$ cat config.mk
export PLATFORM = sky130hd
export DESIGN_NAME = result_collector_128x1_flat
export DESIGN_NICKNAME = d
export VERILOG_FILES = /design/src/rtl/result_collector_128x1_if.sv /design/src/rtl/result_collector_128x1.sv /design/src/flat_wrapper.sv
export SDC_FILE = /design/constraint.sdc
export NUM_CORES = 2
export LEC_CHECK = 0
export BUFFER_PORTS_ARGS = -buffer_cell sky130_fd_sc_hd__buf_4
export CORE_MARGIN = 5
export CORE_UTILIZATION = 65
export CTS_CLUSTER_SIZE = 8
export DETAILED_ROUTE_END_ITERATION = 12
export PLACE_DENSITY = 0.9
export RECOVER_POWER = 25
export SLEW_MARGIN = 40
export SYNTH_ARGS = -nofsm -noshare
export SYNTH_HDL_FRONTEND = slang
export SYNTH_SLANG_ARGS = --single-unit
$ cat constraint.sdc
create_clock -name clk -period 16.3 [get_ports clk]
set_input_delay 0.815 -clock clk [delete_from_list [all_inputs] [get_ports clk]]
set_output_delay 0.815 -clock clk [all_outputs]
set_load 0.01 [all_outputs]
$ cat src/rtl/result_collector_128x1_if.sv
// Handshake bundle for the 128-element result collector: 8-lane beat input, one-element drain output.
interface result_collector_128x1_if #(
    parameter int DATA_W = 16
);
    logic              in_valid;
    logic              in_ready;
    logic [8*DATA_W-1:0] in_data;
    logic              out_valid;
    logic              out_ready;
    logic [DATA_W-1:0] out_data;
    logic [6:0]        out_idx;
    logic [3:0]        beat_cnt;
    logic              frame_done;

    modport master (
        output in_valid, in_data, out_ready,
        input  in_ready, out_valid, out_data, out_idx, beat_cnt, frame_done
    );

    modport slave (
        input  in_valid, in_data, out_ready,
        output in_ready, out_valid, out_data, out_idx, beat_cnt, frame_done
    );
endinterface

$ cat src/rtl/result_collector_128x1.sv
// Collects 16 beats of 8 lanes into a 128-entry buffer, then drains it one element per transfer.
module result_collector_128x1 #(
    parameter int DATA_W = 16
) (
    input  logic                    clk,
    input  logic                    reset,
    result_collector_128x1_if.slave bus
);
    localparam int NUM_LANES = 8;
    localparam int DEPTH     = 128;

    localparam logic [0:0] COLLECT = 1'b0;
    localparam logic [0:0] DRAIN   = 1'b1;

    logic [0:0] state_q, state_d;
    logic [6:0] wr_base_q, wr_base_d;
    logic [6:0] rd_idx_q, rd_idx_d;
    logic [DATA_W-1:0] buf_q [DEPTH];

    logic [NUM_LANES-1:0][DATA_W-1:0] lane;
    logic accept, xfer;

    assign lane   = bus.in_data;
    assign accept = (state_q == COLLECT) && bus.in_valid;
    assign xfer   = (state_q == DRAIN) && bus.out_ready;

    always_comb begin
        state_d   = state_q;
        wr_base_d = wr_base_q;
        rd_idx_d  = rd_idx_q;
        if (accept) begin
            wr_base_d = wr_base_q + 7'd8;
            if (wr_base_q == 7'd120) begin
                state_d  = DRAIN;
                rd_idx_d = 7'd0;
            end
        end
        if (xfer) begin
            rd_idx_d = rd_idx_q + 7'd1;
            if (rd_idx_q == 7'd127) state_d = COLLECT;
        end
    end

    always_ff @(posedge clk) begin
        if (!reset) begin
            state_q   <= COLLECT;
            wr_base_q <= 7'd0;
            rd_idx_q  <= 7'd0;
        end else begin
            state_q   <= state_d;
            wr_base_q <= wr_base_d;
            rd_idx_q  <= rd_idx_d;
        end
    end

    // Buffer has no reset; stale contents are always overwritten before a drain exposes them.
    always_ff @(posedge clk) begin
        if (reset && accept) begin
            for (int k = 0; k < NUM_LANES; k++) begin
                buf_q[{wr_base_q[6:3], 3'(k)}] <= lane[k];
            end
        end
    end

    assign bus.in_ready   = (state_q == COLLECT);
    assign bus.out_valid  = (state_q == DRAIN);
    assign bus.out_data   = buf_q[rd_idx_q];
    assign bus.out_idx    = rd_idx_q;
    assign bus.beat_cnt   = wr_base_q[6:3];
    assign bus.frame_done = xfer && (rd_idx_q == 7'd127);
endmodule
$ cat src/flat_wrapper.sv
// flat-port wrapper written by rule: the top's interface ports become plain ports
module result_collector_128x1_flat 
#(
    parameter int DATA_W = 16
)
  (clk, reset, bus_in_valid, bus_in_data, bus_out_ready, bus_in_ready, bus_out_valid, bus_out_data, bus_out_idx, bus_beat_cnt, bus_frame_done);
  result_collector_128x1_if #(.DATA_W(DATA_W)) bus_i ();
  input  logic clk;
  input  logic reset;
  input wire logic [$bits(bus_i.in_valid)-1:0] bus_in_valid;
  input wire logic [$bits(bus_i.in_data)-1:0] bus_in_data;
  input wire logic [$bits(bus_i.out_ready)-1:0] bus_out_ready;
  output wire logic [$bits(bus_i.in_ready)-1:0] bus_in_ready;
  output wire logic [$bits(bus_i.out_valid)-1:0] bus_out_valid;
  output wire logic [$bits(bus_i.out_data)-1:0] bus_out_data;
  output wire logic [$bits(bus_i.out_idx)-1:0] bus_out_idx;
  output wire logic [$bits(bus_i.beat_cnt)-1:0] bus_beat_cnt;
  output wire logic [$bits(bus_i.frame_done)-1:0] bus_frame_done;
  assign bus_i.in_valid = bus_in_valid;
  assign bus_i.in_data = bus_in_data;
  assign bus_i.out_ready = bus_out_ready;
  assign bus_in_ready = bus_i.in_ready;
  assign bus_out_valid = bus_i.out_valid;
  assign bus_out_data = bus_i.out_data;
  assign bus_out_idx = bus_i.out_idx;
  assign bus_beat_cnt = bus_i.beat_cnt;
  assign bus_frame_done = bus_i.frame_done;
  result_collector_128x1 #(.DATA_W(DATA_W)) u_core (.clk(clk), .reset(reset), .bus(bus_i));
endmodule
==> flow_metrics.env <==
export IMPL_outcome="complete, no violations"
export IMPL_clk_latency_ns=0.89
export IMPL_clock_power_share=0.480
export IMPL_layout_drive_gt1_share=0.343
export IMPL_cp_common_cell="mux4_2"
export IMPL_crit_required_ns=15.49
export IMPL_min_period_over_period=0.438
export IMPL_port_buffers=161
export IMPL_yosys_area_top_type="edfxtp_1"
export IMPL_syn_avg_cell_area_sq_um=26.2
export IMPL_nets=3502
export IMPL_rsz0062_at_grt="no"
export IMPL_vias=39406
export IMPL_setup_violations=0
export IMPL_synth_fp_nets=3124
export IMPL_final_common_cell="edfxtp_1"
export IMPL_cts_tree="done"
export IMPL_r2r_setup_slack_ns=12.47
export IMPL_criticalPathCategory="register to output port"
export IMPL_pwr_share_seq=0.505
export IMPL_fp_dieH_um=357
export IMPL_cts_hold_buf=0
export IMPL_swShare=0.205
export IMPL_end_kind="output port"
export IMPL_p_leak_nw=27.0
export IMPL_p_switching_mw=2.41
export IMPL_cts_buffers=308
export IMPL_core_area_sq_um=120000
export IMPL_fin_hold_ws_ns=0.267
export IMPL_max_cap_violations=0
export IMPL_pwr_share_comb=0.015
export IMPL_final_cell_mix="edfxtp_1 (2048), mux4_2 (672), clkbuf_16 (314)"
export IMPL_via_per_inst=7.85
export IMPL_hold_viol_final=0
export IMPL_worstHoldPathCells=2
export IMPL_setup_tns_ns=0
export IMPL_regToRegStartpoint="u_core.bus.out_valid"
export IMPL_gp_congestion=0.755
export IMPL_fin_cells=5023
export IMPL_wl_mm=232
export IMPL_grt_pass1_vias=40231
export IMPL_synth_warnings=0
export IMPL_antenna_found_initial=23
export IMPL_synth_top_area_share=0.785
export IMPL_netlist_instances=2987
export IMPL_ys_seq_elements=2067
export IMPL_ant_nets=0
export IMPL_wl_per_cell_um=46.1
export IMPL_rr_worst_depth=5
export IMPL_root_buffer="clkbuf_16"
export IMPL_ios=162
export IMPL_fin_crit_ns=7.14
export IMPL_cts_sinks=2067
export IMPL_ctsResizeCount=0
export IMPL_pwr_density_cell_nw_per_um2=131
export IMPL_cts_path_max_buffers=4
export IMPL_dp_hpwl_mm=103
export IMPL_synth_distinct_cells=31
export IMPL_vdd_drop_max_uv=123
export IMPL_worstPathArrival_ns=6.33
export IMPL_die_x_um=357
export IMPL_die_area_sq_um=127000
export IMPL_nFillCells=5882
export IMPL_tightest_slew_ns=1.18
export IMPL_final_area_sq_um=89700
export IMPL_grt_max_degree=150
export IMPL_max_stage_delay_ns=0.74
export IMPL_synth_area_sq_um=78300
export IMPL_cp_start_kind="register"
export IMPL_hp_start="reset"
export IMPL_h_tree_depth=5
export IMPL_first_iter_violations=7070
export IMPL_clock_skew_ns=0.0523
export IMPL_dr_pass1_iters=6
export IMPL_track_usage=0.359
export IMPL_crit_chain="clkbuf_8, buf_12, buf_16, clkbuf_8, mux4_2, mux4_2, mux4_2, mux2_2, buf_4"
export IMPL_cts_clk_slew_worst_paths_ns=0.05
export IMPL_place_inst=4657
export IMPL_rr_endpoint="u_core.buf_q[55][8]"
export IMPL_min_path_type="input port to register"
export IMPL_crit_path_max_fanout=64
export IMPL_yosysSeqAreaShare=0.790
export IMPL_finish_utilization=0.749
export IMPL_start_util=0.653
export IMPL_num_rows=127
export IMPL_placed_area_sq_um=81700
export IMPL_p_int_mw=9.30
export IMPL_slew_headroom=0.216
export IMPL_synth_area_top_cells="edfxtp_1 (79%), mux4_2 (19%), dfxtp_1 (0.49%)"
export IMPL_grt_pass1_wl_mm=313
export IMPL_areaGrowthSynthToFinish_pct=14.6
export IMPL_slew_violations=0
export IMPL_critPathSlowestCell="dfxtp_4"
export IMPL_fmax_ghz=0.140
export IMPL_drc=0
export IMPL_cts_setup_buffers=0
export IMPL_grt_ovfl_total=0
==> power by group through the flow <==
stage               logic, mW  clock network [mW]  registers, mW
floorplan              0.0341                   0           6.01
global placement        0.164                   0           6.00
detailed placement      0.179                   0           6.00
CTS                     0.185                5.62           5.91
global route            0.183                5.91           5.90
finish                  0.179                5.62           5.91
==> cell usage after synthesis <==
cell type / n
nor2_1: 20
a211oi_1: 1
buf_6: 1
nand2_1: 4
inv_1: 4
mux2_2: 18
mux4_2: 672
a21boi_0: 2
o21a_1: 2
and2_1: 2
nand3b_1: 1
dfxtp_1: 19
or2_2: 1
nand4_1: 3
ha_1: 5
nand2b_1: 3
nor2b_1: 1
xnor2_1: 1
or2_1: 1
or3_1: 1
nand3_1: 8
edfxtp_1: 2048
xor2_1: 2
buf_1: 26
clkbuf_1: 75
o211ai_1: 1
nor3b_1: 1
a21oi_1: 4
o21ai_0: 2
nor3_1: 5
buf_2: 53
==> stage by stage <==
step / power (mW) / setup slack, ns
finish: 11.7 / 9.16
global route: 12.0 / 8.71
CTS: 11.7 / 8.95
detailed placement: 6.18 / 10.07
global placement: 6.16 / 9.91
floorplan: 6.05 / 5.53
==> flip-flops by register name (all words and copies together), names as in the netlist, named ones only <==
name / cells
u_core.bus.out_valid: 1
u_core.wr_base_q: 4
u_core.bus.out_idx: 7
u_core.buf_q: 2048
==> worst max-delay path by stage <==
| stage | endpoint | slack, ns | depth (start not counted) |
|---|---|---|---|
| 2_1_floorplan | u_core.buf_q[16][0] | 5.53 | 4 |
| 3_3_place_gp | bus_out_data[3] | 9.91 | 8 |
| 3_5_place_dp | bus_out_data[5] | 10.07 | 9 |
| 4_1_cts | bus_out_data[0] | 8.95 | 9 |
| 5_1_grt | bus_out_data[3] | 8.71 | 9 |
| 6_report | bus_out_data[7] | 9.16 | 9 |
==> cell type report <==
| class | instances | area, sq um | share of cell area |
|---|---|---|---|
| sequential | 2067 | 61900 | 0.690 |
| multi-input combinational | 761 | 15900 | 0.177 |
| clock buffer | 329 | 7910 | 0.0882 |
| tap | 1612 | 2020 | 0.0225 |
| timing repair buffer | 223 | 1890 | 0.0210 |
| clock inverter | 8 | 76.3 | 0.000851 |
| antenna | 19 | 47.5 | 0.000530 |
| inverter | 4 | 15.0 | 0.000167 |
==> metal layers <==
metal | routed length (um) | part of all wire | GRT usage
met5 | 75 | 0.00032 | 0
met2 | 119000 | 0.52 | 0.614
met4 | 19700 | 0.085 | 0.226
met3 | 23800 | 0.10 | 0.0678
met1 | 68700 | 0.30 | 0.428
==> cells by family after synthesis <==
| logic type | Yosys count | share of synthesized area |
|---|---|---|
| compound gates | 12 | 0.000959 |
| xor+xnor | 3 | 0.000336 |
| fa+ha+maj | 5 | 0.000799 |
| buf+inv | 159 | 0.00857 |
| flops | 2067 | 0.790 |
| mux | 690 | 0.196 |
| simple gates | 51 | 0.00313 |
==> worst max-delay path, delay by kind of cell (launching register included) <==
kind,cells,cell delay [ns]
DFF,1,0.74
buffers and inverters,5,2.48
muxes,4,1.96
(Power assumes the default switching activity.)
